## src/rtl/led_cmd_tx_if.sv

```systemverilog
// LED command link bundle: write side (wr_*/full/overflow/level), pace tick, and output stream (valid/data/ready).
// master = transmitter side (drives status and the stream), slave = command source plus receiver side.
// Signals are plain wires; all timing is owned by led_cmd_tx.
interface led_cmd_tx_if #(
    parameter int DATA_W = 2,
    parameter int DEPTH  = 4
);
    logic [DATA_W-1:0]        wr_data;
    logic                     wr_en;
    logic                     full;
    logic                     overflow;
    logic [$clog2(DEPTH)+1:0] level;
    logic                     tick;
    logic                     valid;
    logic [DATA_W-1:0]        data;
    logic                     ready;

    modport master (
        input  wr_data, wr_en, tick, ready,
        output full, overflow, level, valid, data
    );

    modport slave (
        output wr_data, wr_en, tick, ready,
        input  full, overflow, level, valid, data
    );
endinterface

```

## src/rtl/led_cmd_tx.sv

```systemverilog
// LED command transmitter: DEPTH-entry FIFO feeding a registered valid/data output stage; LED_CMD_TX_PACE_EN gates loads on tick.
// Latency: a write at edge N appears on valid/data after edge N+1 (no bypass); 1 beat/cycle back-to-back when unpaced.
// Backpressure: valid/data held while ready=0; writes while full are dropped and latch the sticky overflow flag.
module led_cmd_tx #(
    parameter int DATA_W = 2,
    parameter int DEPTH  = 4
) (
    input  logic         clk,
    input  logic         rst,
    led_cmd_tx_if.master bus
);
    localparam int PW = (DEPTH > 1) ? $clog2(DEPTH) : 1;
    localparam int CW = $clog2(DEPTH) + 1;
    localparam int LW = $clog2(DEPTH) + 2;

    logic [DATA_W-1:0] mem_q [DEPTH];
    logic [DATA_W-1:0] mem_d [DEPTH];
    logic [PW-1:0]     wr_ptr_q, wr_ptr_d;
    logic [PW-1:0]     rd_ptr_q, rd_ptr_d;
    logic [CW-1:0]     count_q, count_d;
    logic              valid_q, valid_d;
    logic [DATA_W-1:0] data_q, data_d;
    logic              full_q, full_d;
    logic              overflow_q, overflow_d;
    logic [LW-1:0]     level_q, level_d;

    logic push;
    logic load;
    logic load_ok;

`ifdef LED_CMD_TX_PACE_EN
    // Paced build: at most one beat leaves the FIFO per tick pulse.
    assign load_ok = bus.tick;
`else
    // Unpaced build: tick is intentionally ignored; the FIFO drains at receiver rate.
    logic unused_tick;
    assign unused_tick = bus.tick;
    assign load_ok     = 1'b1;
`endif

    // Next-state: push/load decisions, FIFO storage, pointers, count, output stage and status.
    always_comb begin
        // full is the registered flag, so a write while full is dropped even if a pop happens this cycle
        push = bus.wr_en && !full_q;
        // load uses the pre-edge count: a write into an empty FIFO cannot load at the same edge
        load = (count_q != '0) && load_ok && (!valid_q || bus.ready);

        mem_d    = mem_q;
        wr_ptr_d = wr_ptr_q;
        rd_ptr_d = rd_ptr_q;
        count_d  = count_q;
        valid_d  = valid_q;
        data_d   = data_q;

        if (push) begin
            mem_d[wr_ptr_q] = bus.wr_data;
            wr_ptr_d        = wr_ptr_q + PW'(1);
        end

        if (load) begin
            data_d   = mem_q[rd_ptr_q];
            valid_d  = 1'b1;
            rd_ptr_d = rd_ptr_q + PW'(1);
        end else if (valid_q && bus.ready) begin
            valid_d = 1'b0;
        end

        if (push && !load) begin
            count_d = count_q + CW'(1);
        end else if (!push && load) begin
            count_d = count_q - CW'(1);
        end

        full_d     = (count_d == CW'(DEPTH));
        level_d    = LW'(count_d) + LW'(valid_d);
        overflow_d = overflow_q || (bus.wr_en && full_q);
    end

    // State register with synchronous reset discarding all stored and in-flight beats.
    always_ff @(posedge clk) begin
        if (rst) begin
            for (int i = 0; i < DEPTH; i++) begin
                mem_q[i] <= '0;
            end
            wr_ptr_q   <= '0;
            rd_ptr_q   <= '0;
            count_q    <= '0;
            valid_q    <= 1'b0;
            data_q     <= '0;
            full_q     <= 1'b0;
            overflow_q <= 1'b0;
            level_q    <= '0;
        end else begin
            mem_q      <= mem_d;
            wr_ptr_q   <= wr_ptr_d;
            rd_ptr_q   <= rd_ptr_d;
            count_q    <= count_d;
            valid_q    <= valid_d;
            data_q     <= data_d;
            full_q     <= full_d;
            overflow_q <= overflow_d;
            level_q    <= level_d;
        end
    end

    // All outputs come straight from flops.
    assign bus.valid    = valid_q;
    assign bus.data     = data_q;
    assign bus.full     = full_q;
    assign bus.overflow = overflow_q;
    assign bus.level    = level_q;
endmodule
```

## src/flat_wrapper.sv

```systemverilog
// flat-port wrapper written by rule: the top's interface ports become plain ports
module led_cmd_tx_flat 
#(
    parameter int DATA_W = 2,
    parameter int DEPTH  = 4
)
  (clk, rst, bus_wr_data, bus_wr_en, bus_tick, bus_ready, bus_full, bus_overflow, bus_level, bus_valid, bus_data);
  led_cmd_tx_if #(.DATA_W(DATA_W), .DEPTH(DEPTH)) bus_i ();
  input  logic clk;
  input  logic rst;
  input wire logic [$bits(bus_i.wr_data)-1:0] bus_wr_data;
  input wire logic [$bits(bus_i.wr_en)-1:0] bus_wr_en;
  input wire logic [$bits(bus_i.tick)-1:0] bus_tick;
  input wire logic [$bits(bus_i.ready)-1:0] bus_ready;
  output wire logic [$bits(bus_i.full)-1:0] bus_full;
  output wire logic [$bits(bus_i.overflow)-1:0] bus_overflow;
  output wire logic [$bits(bus_i.level)-1:0] bus_level;
  output wire logic [$bits(bus_i.valid)-1:0] bus_valid;
  output wire logic [$bits(bus_i.data)-1:0] bus_data;
  assign bus_i.wr_data = bus_wr_data;
  assign bus_i.wr_en = bus_wr_en;
  assign bus_i.tick = bus_tick;
  assign bus_i.ready = bus_ready;
  assign bus_full = bus_i.full;
  assign bus_overflow = bus_i.overflow;
  assign bus_level = bus_i.level;
  assign bus_valid = bus_i.valid;
  assign bus_data = bus_i.data;
  led_cmd_tx #(.DATA_W(DATA_W), .DEPTH(DEPTH)) u_core (.clk(clk), .rst(rst), .bus(bus_i));
endmodule
```

## config.mk

```make
export PLATFORM = sky130hd
export DESIGN_NAME = led_cmd_tx_flat
export DESIGN_NICKNAME = d
export VERILOG_FILES = /design/src/rtl/led_cmd_tx_if.sv /design/src/rtl/led_cmd_tx.sv /design/src/flat_wrapper.sv
export SDC_FILE = /design/constraint.sdc
export NUM_CORES = 1
export LEC_CHECK = 0
export ABC_AREA = 1
export CAP_MARGIN = 20
export CORE_MARGIN = 4
export CORE_UTILIZATION = 57
export CTS_BUF_LIST = sky130_fd_sc_hd__clkbuf_4 sky130_fd_sc_hd__clkbuf_8 sky130_fd_sc_hd__clkbuf_16
export CTS_CLUSTER_SIZE = 24
export DETAILED_ROUTE_END_ITERATION = 7
export HOLD_SLACK_MARGIN = 0.03
export PLACE_DENSITY_LB_ADDON = 0.25
export SYNTH_ARGS = -nofsm -noshare
export SYNTH_HDL_FRONTEND = slang
export SYNTH_SLANG_ARGS = --single-unit
```

## constraint.sdc

```tcl
create_clock -name clk -period 2.8 [get_ports clk]
set_clock_uncertainty 0.05 [all_clocks]
set_input_delay 0.56 -clock clk [delete_from_list [all_inputs] [get_ports clk]]
set_output_delay 0.56 -clock clk [all_outputs]
set_load 0.02 [all_outputs]
```

==> metrics.log <==
[metrics] run status: finished, final reports clean
[metrics] initial antenna violation count: 0
[metrics] Rows: 16
[metrics] leakage power total: 0.648 nW
[metrics] number of instances in the synthesized netlist: 152
[metrics] Syn. warnings: 0
[metrics] met2 global-route usage: 0.371
[metrics] drt first-iter violations: 16
[metrics] area overhead of the layout relative to synthesis: 17.1%
[metrics] final routed wire length divided by cell count: 12.1 um
[metrics] max-cap check violation count: 0
[metrics] top cell type's share of synthesized area: 0.397
[metrics] TritonCTS clock tree: yes
[metrics] Avg Cell Area, Syn: 7.96 um2
[metrics] Critical Path Start Type: primary input
[metrics] chip height: 54.1 um
[metrics] share of final-layout standard cells stronger than drive strength 1: 0.124
[metrics] die outline area: 2920 um2
[metrics] wire length of the first global-routing pass: 4.25 mm
[metrics] required time worst endpoint: 2.97 ns
[metrics] relative slew slack: 0.763
[metrics] IR Drop Worst-Case VDD: 0.702 mV
[metrics] reg-to-reg critical path startpoint: u_core.count_q[0]$_SDFF_PP0_
[metrics] Setup-failing EPs final: 0
[metrics] total track usage: 0.203
[metrics] vias in the first global route: 1008
[metrics] sequential area share after synthesis: 0.397
[metrics] actual slew at the worst max-slew pin: 0.355 ns
[metrics] Placer Congestion: 0.774
[metrics] post-synth net total: 168
[metrics] count of boundary I/O pins: 16
[metrics] number of remaining DRC errors: 0
[metrics] Setup Crit Path Kind: in -> reg
[metrics] fraction of the cycle the final worst path needs: 0.784
[metrics] DRT Pass-1 Iters: 4
[metrics] H-tree level count: 1
[metrics] Highest Clock Rate: 455 MHz
[metrics] clk buf depth: 2
[metrics] number of inserted diodes: 0
[metrics] busiest layer in global routing: met2
[metrics] Yosys reg bits: 24
[metrics] hold crit path type: reg -> reg
[metrics] met3 usage in global routing: 0.0720
[metrics] sum of negative setup slack: 0 ns
[metrics] clock sink count: 24
[metrics] largest cells by area after synthesis: dfxtp_1 40%, ha_1 9.3%, inv_1 6.8%, a21oi_1 6.6%, nand2_1 6.5%
[metrics] signal arrival time at the worst endpoint: 2.36 ns
[metrics] CTS buffer count: 3
[metrics] met1 Resource Use GR: 0.215
[metrics] DIE WIDTH: 54.1 um
[metrics] via count: 985
[metrics] setup slack at placement: 0.331 ns
[metrics] worst path setup slack after routing: 0.604 ns
[metrics] count of distinct cell types in the synthesized netlist: 21
[metrics] number of buffers inserted by hold repair at cts: 0
[metrics] sort of element at the end of the critical path: register
[metrics] setup repair after global routing missed its margin: no
[metrics] maximum number of pins on one net before global-route repair: 14
[metrics] cell type with the highest aggregate area in the netlist: dfxtp_1
[metrics] power density of the placed cells: 1050 nW/um2
[metrics] beginning of the critical path: bus_ready
[metrics] clock-pin slew on the worst setup and hold paths: 0.12 ns
[metrics] worst setup slack for register-to-register paths: 0.67 ns
[metrics] summed instance area of the synthesized netlist: 1210 um2
[metrics] number of port buffers: 14
[metrics] critical-path maximum fanout: 4
[metrics] Filler cells: 154
[metrics] number of slew-limit violations in the final report: 0
[metrics] capture point of the worst path: u_core.bus.level[2]$_SDFF_PP0_
[metrics] count of buffers added by post-CTS timing repair for setup: 0
[metrics] Final Hold Viols: 0
[metrics] number of cells traversed by the worst register-to-register path: 14
[metrics] final period demand of the worst path: 2.20 ns
[metrics] destination of the worst register-to-register timing path: u_core.bus.level[2]$_SDFF_PP0_
[metrics] buffer cell driving the clock tree root: clkbuf_4
[metrics] drt total wl: 2.38 mm
[metrics] initial cell density of the core: 0.610
[metrics] Congestion Overflow GR: 0
[metrics] placeable core region: 1980 um2
[metrics] count of cells resized by post-cts repair: 0
[metrics] Net count, final: 186
[metrics] remaining number of nets flagged by the antenna check after routing: 0
[metrics] worst skew pair latency: 0.31 ns
[metrics] number of vias per cell: 5.03
[metrics] dpl hpwl: 1.81 mm
-- cell usage after synthesis --
cell type and n:
nand2_1 21, nand3_1 14, clkbuf_1 2, dfxtp_1 24
nor2_8 1, inv_1 22, xor2_2 1, inv_4 1
nand2_8 1, nand2_4 3, ha_1 9, nand2_2 3
nor2_1 12, xor2_1 3, buf_6 1, o211ai_1 2
inv_2 3, nand3_2 1, o21ai_0 11, a21oi_1 16
o21ai_2 1
-- how the worst min path moves through the flow --
stage                            startpoint                      endpoint  slack [ns]  cells after the start
2_1_floorplan  u_core.mem_q[4]$_SDFFE_PP0P_  u_core.mem_q[4]$_SDFFE_PP0P_        0.38                      2
3_3_place_gp   u_core.mem_q[4]$_SDFFE_PP0P_  u_core.mem_q[4]$_SDFFE_PP0P_        0.39                      2
3_5_place_dp   u_core.mem_q[6]$_SDFFE_PP0P_  u_core.mem_q[6]$_SDFFE_PP0P_        0.40                      2
4_1_cts        u_core.mem_q[6]$_SDFFE_PP0P_  u_core.mem_q[6]$_SDFFE_PP0P_        0.42                      2
5_1_grt        u_core.mem_q[4]$_SDFFE_PP0P_  u_core.mem_q[4]$_SDFFE_PP0P_        0.44                      2
6_report       u_core.mem_q[1]$_SDFFE_PP0P_  u_core.mem_q[1]$_SDFFE_PP0P_        0.42                      2
-- power breakdown --
| part | internal (mW) | switching [mW] | leakage, nW |
|---|---|---|---|
| combinational | 0.318 | 0.498 | 0.430 |
| clock | 0.0794 | 0.0965 | 0.0210 |
| sequential | 0.433 | 0.0606 | 0.197 |
-- stage by stage --
step	std cells	hold slack [ns]	utilization	power [mW]	area [um2]
finish	196	0.423	0.715	1.49	1420
global route	196	0.442	0.715	1.63	1420
CTS	196	0.423	0.715	1.50	1420
detailed placement	192	0.404	0.696	1.31	1380
global placement	192	0.393	0.696	1.27	1380
floorplan	152	0.379	-	1.10	1210
-- per-layer routing --
metal	part of all wire	wire length [um]
met5	0	0
met4	0.026	61
met3	0.048	114
met2	0.51	1220
met1	0.41	985
-- worst max-delay path, stage by stage --
cell	delay [ns]
clkdlybuf4s50_1	0.45
inv_1	0.06
nand2_4	0.10
nand3_2	0.12
nand2_1	0.13
xor2_2	0.20
inv_1	0.07
ha_1	0.21
ha_1	0.17
inv_1	0.07
nand3_1	0.10
nand2_1	0.08
nor2_1	0.04
-- kinds of logic after synthesis --
| group | share of synthesized area |
|---|---|
| xor+xnor | 0.0352 |
| simple gates | 0.245 |
| buf+inv | 0.0982 |
| fa+ha+maj | 0.0931 |
| flops | 0.397 |
| compound gates | 0.131 |
-- cell usage in the layout, fill, tap and decap left out, types with 2 or more instances in the layout --
master and instances:
clkdlybuf4s50_1 14, inv_1 22, nand2_4 3, nand2_2 3
o21ai_0 11, inv_2 3, xor2_1 3, ha_1 9
nand2_1 21, buf_4 2, clkbuf_4 3, dfxtp_1 24
o211ai_1 2, a21oi_1 16, nand3_1 14, nor2_1 12
-- area by class of cell --
cell class	instances	area, um2	area share
multi-input combinational	99	611	0.431
sequential	24	480	0.339
timing repair buffer	16	155	0.110
inverter	26	100	0.0707
clock buffer	4	36.3	0.0256
tap	27	33.8	0.0239
-- registers in the layout, indices dropped and copies added, names as in the netlist --
name and count:
u_core.bus.data 2, u_core.bus.full 1, u_core.bus.level 4, u_core.bus.overflow 1, u_core.bus.valid 1, u_core.count_q 3
u_core.mem_q 8, u_core.rd_ptr_q 2, u_core.wr_ptr_q 2
Note: power is estimated with default switching activity, not from simulation.
==> patch, RTL diff (same flow settings) <==
The option `LED_CMD_TX_PACE_EN` is turned on by a define.
--- a/src/rtl/led_cmd_tx.sv
+++ b/src/rtl/led_cmd_tx.sv
@@ -1,6 +1,8 @@
 // LED command transmitter: DEPTH-entry FIFO feeding a registered valid/data output stage; LED_CMD_TX_PACE_EN gates loads on tick.
 // Latency: a write at edge N appears on valid/data after edge N+1 (no bypass); 1 beat/cycle back-to-back when unpaced.
 // Backpressure: valid/data held while ready=0; writes while full are dropped and latch the sticky overflow flag.
+`define LED_CMD_TX_PACE_EN
+
 module led_cmd_tx #(
     parameter int DATA_W = 2,
     parameter int DEPTH  = 4
Behaviour: not the same (Yosys sat finds a counterexample within 4 cycles, from zero or initial values and one cycle with rst high).
==> patch against the unedited design <==
Combinational power decreased by 40%. Design area is 4.1% lower. Worst setup slack lost 0.025 ns. Wire length fell by 7.1%. Total power is 27% lower. Synthesized area fell by 3.4%. Sequential cell count unchanged. Register-to-register slack improved by 0.02 ns. Final cell count is 2.6% lower. Non-clock buffer count did not move. Critical path type unchanged. Critical endpoint unchanged. Highest routed layer unchanged.
==> patch: results (changes against the unedited design) <==
[finish]
sh_seq_area_pct=35.36  ; +1.4 points
fill_cells=167  ; +8.4%
fin_nets=182  ; -2.2%
nClkBuffers=3  ; -1
multi_input_area_um2=561.8  ; -8.0%
final-clk-cell-share_pct=1.657  ; -0.90 points
nonClkBufAreaFrac_pct=11.60  ; +0.65 points
nMultiInputCombCells=95  ; -4.0%
drive_gt1_share_pct=12.20  ; -0.23 points

[logic_synthesis]
synthXorXnorAreaFrac_pct=0  ; -3.5 points
synthAdderAreaFrac_pct=9.636  ; +0.33 points
synth_compound_area_share_pct=16.17  ; +3.0 points
synth_cell_types=24  ; +14%
synthTopCellsByArea=dfxtp_1, ha_1, a21oi_1
syn_inst=148  ; -2.6%
syn-num-nets=164  ; -2.4%

[worst_setup_path]
r2r.worst_path.cells=16  ; +2
critPathArrivalTime_ns=2.40  ; +0.04 ns
crit_fanout=6  ; +2

[detailed_routing]
wl_um=2211  ; -7.1%
drt-wirelength-per-cell_um=11.58  ; -4.7%
num_vias=993  ; +0.81%
drt_iter0_markers=23  ; +7

[placed_design]
dpl_worst_slack_ns=0.2387  ; -0.09264 ns
place_area_um2=1336  ; -3.2%
io_buffer_count=15  ; +1
dp.final_hpwl_um=1758  ; -2.9%
gp_congestion=0.8024  ; +3.7%
dp_cells=188  ; -2.1%

[sta]
period_minus_slack_ns=2.221  ; +0.02504 ns
hold_ws_ns=0.4191  ; -0.003746 ns
tightestPinTransition_ns=0.3408  ; -0.01401 ns

[global_routing]
grt_pass1_wl_um=3905  ; -8.1%
gr-usage-met3_pct=2.817  ; -4.4 points
grtUsageTotal_pct=18.44  ; -1.8 points
grt_pass1_vias=956  ; -5.2%
grt_max_degree=13  ; -1
use_met1_pct=22.72  ; +1.2 points

[power]
p_leak_uw=0.0005751  ; -11%
p_int_uw=654.1  ; -21%
ir_drop_v=0.0005200  ; -26%

[status]
status=finished, final reports clean

## patch: worst max-delay path: stages
cell	delay [ns]
clkdlybuf4s50_1	0.45
inv_1	0.04
nand2_1	0.15
nand3_4	0.15
nor2_4	0.13
inv_2	0.05
nand2_1	0.06
nand2_1	0.05
nand2_1	0.10
inv_1	0.06
ha_1	0.21
ha_1	0.18
inv_1	0.06
nand3_1	0.07
nand2_1	0.06
nor2_1	0.04
## patch: power by group through the flow
stage          Sequential [uW]  Clock, uW  Combinational (uW)
3_3_place_gp               448          0                 478
2_1_floorplan              485          0                 319
6_report                   442        149                 491
4_1_cts                    442        154                 495
5_1_grt                    450        166                 560
3_5_place_dp               450          0                 492
## patch: kinds of logic after synthesis
group                      after synthesis
buffers and inverters                   29
AOI/OAI and AO/OA                       36
and+or+nand+nor                         50
DFF                                     24
adders and majority gates                9
## patch: metal layers
layer / wire [um] / share of wire, %
met1: 1019 / 46
met2: 1030 / 47
met5: 0 / 0
met3: 132 / 6.0
met4: 27 / 1.2
